File: config.mk
export PLATFORM = sky130hd
export DESIGN_NAME = truth_table_sweeper
export DESIGN_NICKNAME = d
export VERILOG_FILES = /design/src/rtl/truth_table_sweeper.sv
export SDC_FILE = /design/constraint.sdc
export NUM_CORES = 1
export LEC_CHECK = 0
export CAP_MARGIN = 10
export CORE_UTILIZATION = 53
export DETAILED_ROUTE_END_ITERATION = 7
export PLACE_DENSITY = 0.77
export SYNTH_ARGS = -nofsm -noshare
export SYNTH_HDL_FRONTEND = slang
export SYNTH_SLANG_ARGS = --single-unit
File: constraint.sdc
create_clock -name clk_i -period 2.6 [get_ports clk_i]
set_clock_uncertainty 0.2 [all_clocks]
set_input_delay 0.52 -clock clk_i [delete_from_list [all_inputs] [get_ports clk_i]]
set_output_delay 0.52 -clock clk_i [all_outputs]
set_load 0.005 [all_outputs]
File: src/rtl/truth_table_sweeper.sv
// Exhaustive 4-input stimulus sweeper: holds each of 16 vectors for DWELL cycles and captures z into a truth table.
// Optional golden-table compare against EXPECTED is built only when SWEEP_CHECK_EN is defined.
module truth_table_sweeper #(
  parameter int          DWELL    = 100,
  parameter logic [15:0] EXPECTED = 16'h0000
) (
  input  logic        clk_i,
  input  logic        rst_n_i,
  input  logic        start_i,
  input  logic        z_i,
  output logic        a_o,
  output logic        b_o,
  output logic        c_o,
  output logic        d_o,
  output logic        busy_o,
  output logic        done_o,
  output logic [15:0] table_o,
  output logic        fail_o,
  output logic [4:0]  err_cnt_o
);

  typedef enum logic [1:0] {S_IDLE, S_RUN, S_FIN} state_t;

  localparam logic [15:0] LAST = 16'(DWELL - 1);

  state_t      state_q, state_d;
  logic [3:0]  vec_q, vec_d;
  logic [15:0] cnt_q, cnt_d;
  logic [15:0] table_q, table_d;
  logic        sample;
  logic        clear;

  always_ff @(posedge clk_i) begin
    if (!rst_n_i) begin
      state_q <= S_IDLE;
      vec_q   <= 4'd0;
      cnt_q   <= 16'd0;
      table_q <= 16'h0000;
    end else begin
      state_q <= state_d;
      vec_q   <= vec_d;
      cnt_q   <= cnt_d;
      table_q <= table_d;
    end
  end

  always_comb begin
    state_d = state_q;
    vec_d   = vec_q;
    cnt_d   = cnt_q;
    table_d = table_q;
    sample  = 1'b0;
    clear   = 1'b0;
    busy_o  = 1'b0;
    done_o  = 1'b0;
    case (state_q)
      S_IDLE: begin
        vec_d = 4'd0;
        if (start_i) begin
          clear   = 1'b1;
          table_d = 16'h0000;
          cnt_d   = 16'd0;
          state_d = S_RUN;
        end
      end
      S_RUN: begin
        busy_o = 1'b1;
        cnt_d  = cnt_q + 16'd1;
        // Last cycle of the dwell: DUT has had DWELL-1 cycles to settle.
        if (cnt_q == LAST) begin
          sample         = 1'b1;
          cnt_d          = 16'd0;
          table_d[vec_q] = z_i;
          if (vec_q == 4'd15) state_d = S_FIN;
          else                vec_d   = vec_q + 4'd1;
        end
      end
      S_FIN: begin
        done_o  = 1'b1;
        state_d = S_IDLE;
        vec_d   = 4'd0;
      end
      default: state_d = S_IDLE;
    endcase
  end

  assign {a_o, b_o, c_o, d_o} = vec_q;
  assign table_o              = table_q;

`ifdef SWEEP_CHECK_EN
  logic [4:0] err_q, err_d;
  logic       fail_q, fail_d;

  always_comb begin
    err_d = err_q;
    if (clear)
      err_d = 5'd0;
    else if (sample && (z_i != EXPECTED[vec_q]) && (err_q != 5'd16))
      err_d = err_q + 5'd1;
    fail_d = (err_d != 5'd0);
  end

  always_ff @(posedge clk_i) begin
    if (!rst_n_i) begin
      err_q  <= 5'd0;
      fail_q <= 1'b0;
    end else begin
      err_q  <= err_d;
      fail_q <= fail_d;
    end
  end

  assign err_cnt_o = err_q;
  assign fail_o    = fail_q;
`else
  logic unused_expected;
  assign unused_expected = ^{EXPECTED, sample};
  assign err_cnt_o       = 5'd0;
  assign fail_o          = 1'b0;
`endif

endmodule

==> results of run 1 <==
## power by group through the flow
stage	clock network [W]	logic, W	registers [W]
after floorplan	0	0.0000657	0.000601
after global placement	0	0.0000808	0.000602
after detailed placement	0	0.0000824	0.000602
after CTS	0.000633	0.0000835	0.000589
after global routing	0.000659	0.0000934	0.000590
final	0.000626	0.0000838	0.000589
## logic make-up after synthesis
| logic type | after synthesis | synth area share |
|---|---|---|
| AND/OR/NAND/NOR | 92 | 0.2476 |
| AO/OA/AOI/OAI | 63 | 0.2248 |
| flip-flops | 38 | 0.3851 |
| buffers and inverters | 21 | 0.05510 |
| XOR/XNOR | 11 | 0.04876 |
| adder cells (fa/ha/maj) | 5 | 0.03167 |
| other | 1 | 0.001898 |
| multiplexers | 1 | 0.005067 |
## metal layers
metal  GRT usage  routed length (µm)
met1      0.3183                2009
met2      0.4247                2195
met3     0.05254                 209
met4      0.1395                 121
met5           0                   0
## flip-flops by register name (all words and copies together), names as in the netlist
signal,cells
vec_q,4
table_o,16
state_q,2
cnt_q,16
## worst max-delay path: cells and delay by family, from the launching register on
kind            cells  cell delay [ns]
simple gates        2             1.09
compound gates      2             0.49
flops               1             0.34
mux                 1             0.22
## layout by cell type, fill, tap and decap left out, types with 5 or more instances in the layout
cell / Yosys / layout
a21oi_1: 18 / 18
clkbuf_8: 0 / 6
clkdlybuf4s50_1: 0 / 25
conb_1: 1 / 6
dfxtp_1: 38 / 38
ha_1: 5 / 5
inv_1: 6 / 6
nand2_1: 22 / 22
nand3_1: 14 / 14
nand4b_1: 6 / 6
nor2_1: 20 / 20
nor2b_1: 5 / 5
o211ai_1: 6 / 6
o211ai_2: 10 / 10
o21ai_0: 9 / 9
o21ai_1: 9 / 9
xor2_1: 7 / 7
## area by class of cell
class | count | area, µm² | area share
well taps | 46 | 57.56 | 0.02390
inverters | 6 | 22.52 | 0.009351
clock buffers | 6 | 82.58 | 0.03429
repair buffers | 30 | 300.3 | 0.1247
multi-input cells | 178 | 1125 | 0.4670
clock inverters | 2 | 60.06 | 0.02494
flip-flops and latches | 38 | 760.7 | 0.3158
## stage by stage
| stage | utilization | area (µm²) | power, W | setup WS, ns |
|---|---|---|---|---|
| after floorplan | - | 1994 | 0.0006670 | 0.4228 |
| after global placement | 0.6583 | 2266 | 0.0006831 | 0.2358 |
| after detailed placement | 0.6583 | 2266 | 0.0006847 | 0.1590 |
| after CTS | 0.6997 | 2409 | 0.001305 | 0.1167 |
| after global routing | 0.6997 | 2409 | 0.001342 | 0.02142 |
| final | 0.6997 | 2409 | 0.001299 | 0.1789 |
## final timing paths
check / startpoint / end / slack, ns / cells after the start
worst min-delay path: table_o[6] / table_o[6] / 0.28 / 2
worst min register to register: table_o[6] / table_o[6] / 0.28 / 2
worst max-delay path: cnt_q[8] / table_o[15] / 0.18 / 5
worst max register to register: cnt_q[8] / table_o[15] / 0.18 / 5
==> results.sh, run 1 <==
export IMPL_synthCells=232
export IMPL_fp_row_count=21
export IMPL_wl_per_cell_um=14.82
export IMPL_power_switching_w=0.0002787
export IMPL_cp_arrival_ns=2.44
export IMPL_ys_ff_latch=38
export IMPL_area_delta_synth_final_pct=21.91
export IMPL_initial_utilization=0.5740
export IMPL_p_int_w=0.001020
export IMPL_ys_types=41
export IMPL_io_pins=32
export IMPL_layout_drive_gt1_share=0.1038
export IMPL_grt_max_degree=43
export IMPL_routabilityCongestion=0.9014
export IMPL_power_frac_clock=0.482
export IMPL_power_density_nw_per_um2=539.2
export IMPL_die_h_um=63.06
export IMPL_clockBufferDepth=2
export IMPL_worstMarginPinSlew_ns=0.5966
export IMPL_yosysMostFrequentCell="dfxtp_1"
export IMPL_crit_required_ns=2.62
export IMPL_ctsHoldBuffers=0
export IMPL_diodes=0
export IMPL_finalSetupTns_ns=0
export IMPL_antenna_found_initial=0
export IMPL_drv_slew=0
export IMPL_dp_cells=298
export IMPL_syn_cell_area_um2=1976
export IMPL_track_usage=0.2599
export IMPL_hold_viol=0
export IMPL_fin_hold_ws_ns=0.2767
export IMPL_rsz0062_at_grt="no"
export IMPL_io_buffers=25
export IMPL_cts_root_buf="clkbuf_8"
export IMPL_avgSynthCellArea_um2=8.516
export IMPL_num_fill_cells=300
export IMPL_ir_drop_mv=0.4235
export IMPL_hold_class="reg -> reg"
export IMPL_synth_area_leaders="dfxtp_1 39%, o211ai_2 6.3%, a21oi_1 4.6%"
export IMPL_wirelength_um=4536
export IMPL_cts_sinks=38
export IMPL_clk_latency_ns=0.29
export IMPL_synth_top_area_frac=0.3851
export IMPL_drv_cap=0
export IMPL_synthFlopType="dfxtp_1"
export IMPL_clk_pin_slew_ns=0.08
export IMPL_crit_chain="or4_1, nor4_4, o21ai_4, a21oi_1, mux2i_1"
export IMPL_setup_violations=0
export IMPL_synth_async_sr_flop_share=0
export IMPL_grt_overflow=0
export IMPL_vias=1811
export IMPL_leakage_nw=0.8467
export IMPL_htreeDepth=2
export IMPL_cts_resized=0
export IMPL_p_sw_frac=0.2146
export IMPL_outcome="complete, no violations"
export IMPL_die_area_um2=3976
export IMPL_crit_path_end_kind="register"
export IMPL_drt_iter0_markers=157
export IMPL_ys_top_cells_by_count="38 x dfxtp_1, 22 x nand2_1, 20 x nor2_1"
export IMPL_viasPerCell=5.918
export IMPL_critPathKind="reg -> reg"
export IMPL_first_global_vias=1765
export IMPL_post_route_period_util=0.9312
export IMPL_yosysWarnings=0
export IMPL_yosysTopAreaCell="dfxtp_1"
export IMPL_fmax_ghz=0.4130
export IMPL_pwr_share_comb=0.065
export IMPL_synth_edff_count=0
export IMPL_cts_tree="yes"
export IMPL_nNetsFinal=268
export IMPL_route_detailed_drc=0
export IMPL_die_w_um=63.06
export IMPL_cp_max_fo=17
export IMPL_slew_headroom=0.6008
export IMPL_ys_seq_area_frac=0.3851
export IMPL_pwr_share_seq=0.453
export IMPL_period_minus_slack_ns=2.421
export IMPL_critical_path_slowest_cell="or4_1"
export IMPL_final_cells=306
export IMPL_cts_buffers=5
export IMPL_grt_pass1_wl_um=8128
export IMPL_slowest_delay_ns=0.59
export IMPL_core_um2=3442
export IMPL_crit_path_start_kind="register"
export IMPL_firstDrtPassIters=4
export IMPL_hpwlAfterDp_um=3160
export IMPL_post_cts_buffers=0
export IMPL_ant_nets=0
Power figures use the tool's default switching activity.
==> run 2, diff against run 1 <==
--- a/config.mk
+++ b/config.mk
@@ -5,10 +5,11 @@
 export SDC_FILE = /design/constraint.sdc
 export NUM_CORES = 1
 export LEC_CHECK = 0
+export ABC_AREA = 1
 export CAP_MARGIN = 10
-export CORE_UTILIZATION = 53
+export CORE_UTILIZATION = 55
 export DETAILED_ROUTE_END_ITERATION = 7
-export PLACE_DENSITY = 0.77
+export PLACE_DENSITY = 0.78
 export SYNTH_ARGS = -nofsm -noshare
 export SYNTH_HDL_FRONTEND = slang
 export SYNTH_SLANG_ARGS = --single-unit
==> results.sh, run 2 <==
export IMPL_firstDrtPassIters=4
export IMPL_synthFlopType="dfxtp_1"
export IMPL_ys_seq_area_frac=0.3227
export IMPL_final_cells=420
export IMPL_outcome="complete, no violations"
export IMPL_holdPathEnd="table_o[2]"
export IMPL_clockBufferDepth=2
export IMPL_finalSetupTns_ns=0
export IMPL_die_w_um=67.47
export IMPL_power_frac_clock=0.395
export IMPL_critPathKind="reg -> out"
export IMPL_worstHoldStart="table_o[2]"
export IMPL_synth_top_area_frac=0.3227
export IMPL_rsz0062_at_grt="no"
export IMPL_track_usage=0.2428
export IMPL_cp_arrival_ns=1.58
export IMPL_drv_cap=0
export IMPL_cp_max_fo=10
export IMPL_antenna_found_initial=0
export IMPL_viasPerCell=5.276
export IMPL_avgSynthCellArea_um2=6.774
export IMPL_syn_cell_area_um2=2357
export IMPL_drv_slew=0
export IMPL_nNetsFinal=378
export IMPL_p_int_w=0.0009336
export IMPL_synthCells=348
export IMPL_die_area_um2=4552
export IMPL_hold_class="reg -> reg"
export IMPL_leakage_nw=1.102
export IMPL_wirelength_um=5012
export IMPL_routabilityCongestion=0.8086
export IMPL_pwr_share_seq=0.472
export IMPL_post_route_period_util=0.8848
export IMPL_setup_violations=0
export IMPL_cts_resized=0
export IMPL_cts_buffers=5
export IMPL_power_density_nw_per_um2=476.7
export IMPL_r2r_cells=7
export IMPL_grt_pass1_wl_um=8238
export IMPL_htreeDepth=2
export IMPL_synth_async_sr_flop_share=0
export IMPL_fmax_ghz=0.4347
export IMPL_whs_path_depth=2
export IMPL_clk_latency_ns=0.30
export IMPL_synth_area_leaders="dfxtp_1 32%, nand2_1 14%, nand3_1 9.3%"
export IMPL_p_sw_frac=0.2682
export IMPL_ant_nets=0
export IMPL_area_delta_synth_final_pct=13.54
export IMPL_yosysWarnings=0
export IMPL_cts_root_buf="clkbuf_8"
export IMPL_vias=2216
export IMPL_fp_row_count=23
export IMPL_yosysMostFrequentCell="nand2_1"
export IMPL_mostFrequentLayoutCells="91 x nand2_1, 44 x nand3_1, 42 x inv_1"
export IMPL_cts_sinks=38
export IMPL_cts_tree="yes"
export IMPL_drt_iter0_markers=128
export IMPL_r2r_setup_slack_ns=0.46
export IMPL_route_detailed_drc=0
export IMPL_hpwlAfterDp_um=3587
export IMPL_wl_per_cell_um=11.93
export IMPL_period_minus_slack_ns=2.301
export IMPL_dp_cells=412
export IMPL_ys_top_cells_by_count="91 x nand2_1, 44 x nand3_1, 42 x inv_1"
export IMPL_clk_pin_slew_ns=0.08
export IMPL_r2r_start="state_q[0]"
export IMPL_diodes=0
export IMPL_post_route_util=0.6596
export IMPL_placed_cell_area_um2=2570
export IMPL_die_h_um=67.47
export IMPL_grt_max_degree=29
export IMPL_first_global_vias=1856
export IMPL_r2r_end="cnt_q[8]"
export IMPL_ys_types=38
export IMPL_crit_start="state_q[0]"
export IMPL_num_fill_cells=382
export IMPL_initial_utilization=0.5809
export IMPL_crit_path_end_kind="primary output"
export IMPL_finish_instance_area_um2=2676
export IMPL_power_switching_w=0.0003421
export IMPL_core_um2=4058
export IMPL_ff_latch_area_um2=760.7
export IMPL_ys_ff_latch=38
export IMPL_layout_commonest_cell="nand2_1"
export IMPL_grt_overflow=0
export IMPL_io_buffers=25
export IMPL_post_cts_buffers=0
export IMPL_pwr_share_comb=0.134
export IMPL_io_pins=32
export IMPL_totalPowerFinal_w=0.001276
export IMPL_synth_edff_count=0
export IMPL_ir_drop_mv=0.3234
export IMPL_crit_path_start_kind="register"
export IMPL_ctsHoldBuffers=0
export IMPL_yosysTopAreaCell="dfxtp_1"
export IMPL_crit_required_ns=1.88
export IMPL_hold_viol=0
export IMPL_multi_input_area_um2=1285
export IMPL_layout_drive_gt1_share=0.1243
-- run 2: changes by cell type in the layout (fill, tap and decap cells not counted), sizes merged, moves of 4 or more --
cell    before  now
a21oi       18   28
inv          6   45
nand2       22  100
nand3       14   45
nand4b       6    0
nor2        20   30
nor2b        5    0
nor3         3    9
o211ai      16    0
o21ai       19    8
xnor2        4    0
xor2         7    3
-- run 2: per-layer routing --
layer,share of wire,track usage,wire [µm]
met1,0.47,0.3279,2378
met2,0.43,0.3663,2163
met3,0.072,0.06250,362
met4,0.021,0.09309,107
met5,0,0,0
-- run 2: power by group through the flow --
stage / Sequential (W) / Combinational [W] / Clock [W]
floorplan: 0.000609 / 0.000157 / 0
global placement: 0.000615 / 0.000167 / 0
detailed placement: 0.000615 / 0.000170 / 0
CTS: 0.000601 / 0.000171 / 0.000509
global route: 0.000603 / 0.000191 / 0.000533
finish: 0.000602 / 0.000171 / 0.000503
-- run 2: per-stage QoR --
step                      worst slack (ns)  hold slack, ns
after floorplan                     0.9983          0.2555
after global placement              0.3005          0.2473
after detailed placement            0.2046          0.2526
after CTS                           0.2990          0.2652
after global routing                0.2098          0.2781
final                               0.2994          0.2607
-- run 2: logic make-up (layout without fill, tap and decap cells) --
| group | Yosys count | after routing | share of synthesized area |
|---|---|---|---|
| flops | 38 | 38 | 0.3227 |
| simple gates | 194 | 194 | 0.3901 |
| fa+ha+maj | 5 | 5 | 0.02654 |
| xor+xnor | 3 | 3 | 0.01115 |
| compound gates | 39 | 39 | 0.1078 |
| buf+inv | 68 | 85 | 0.1401 |
| other cells | 1 | 6 | 0.001591 |
-- run 2: worst max-delay path, cell delays in order, from the launching register on --
cell and delay [ns]:
dfxtp_1 0.57, inv_2 0.08, nor2_4 0.13, clkdlybuf4s50_1 0.51
-- run 2: worst max path at each step --
stage,to,slack [ns],cells past startpoint
finish,busy_o,0.30,3
global route,busy_o,0.21,3
CTS,busy_o,0.30,3
detailed placement,cnt_q[8],0.20,7
global placement,cnt_q[8],0.30,7
floorplan,busy_o,1.0,5
-- run 2: area by class of cell --
cell class / instances / share of cell area
inverter: 48 / 0.06779
clock inverter: 1 / 0.01122
sequential: 38 / 0.2842
timing repair buffer: 29 / 0.1047
clock buffer: 7 / 0.02852
multi-input combinational: 247 / 0.4801
tap: 50 / 0.02338
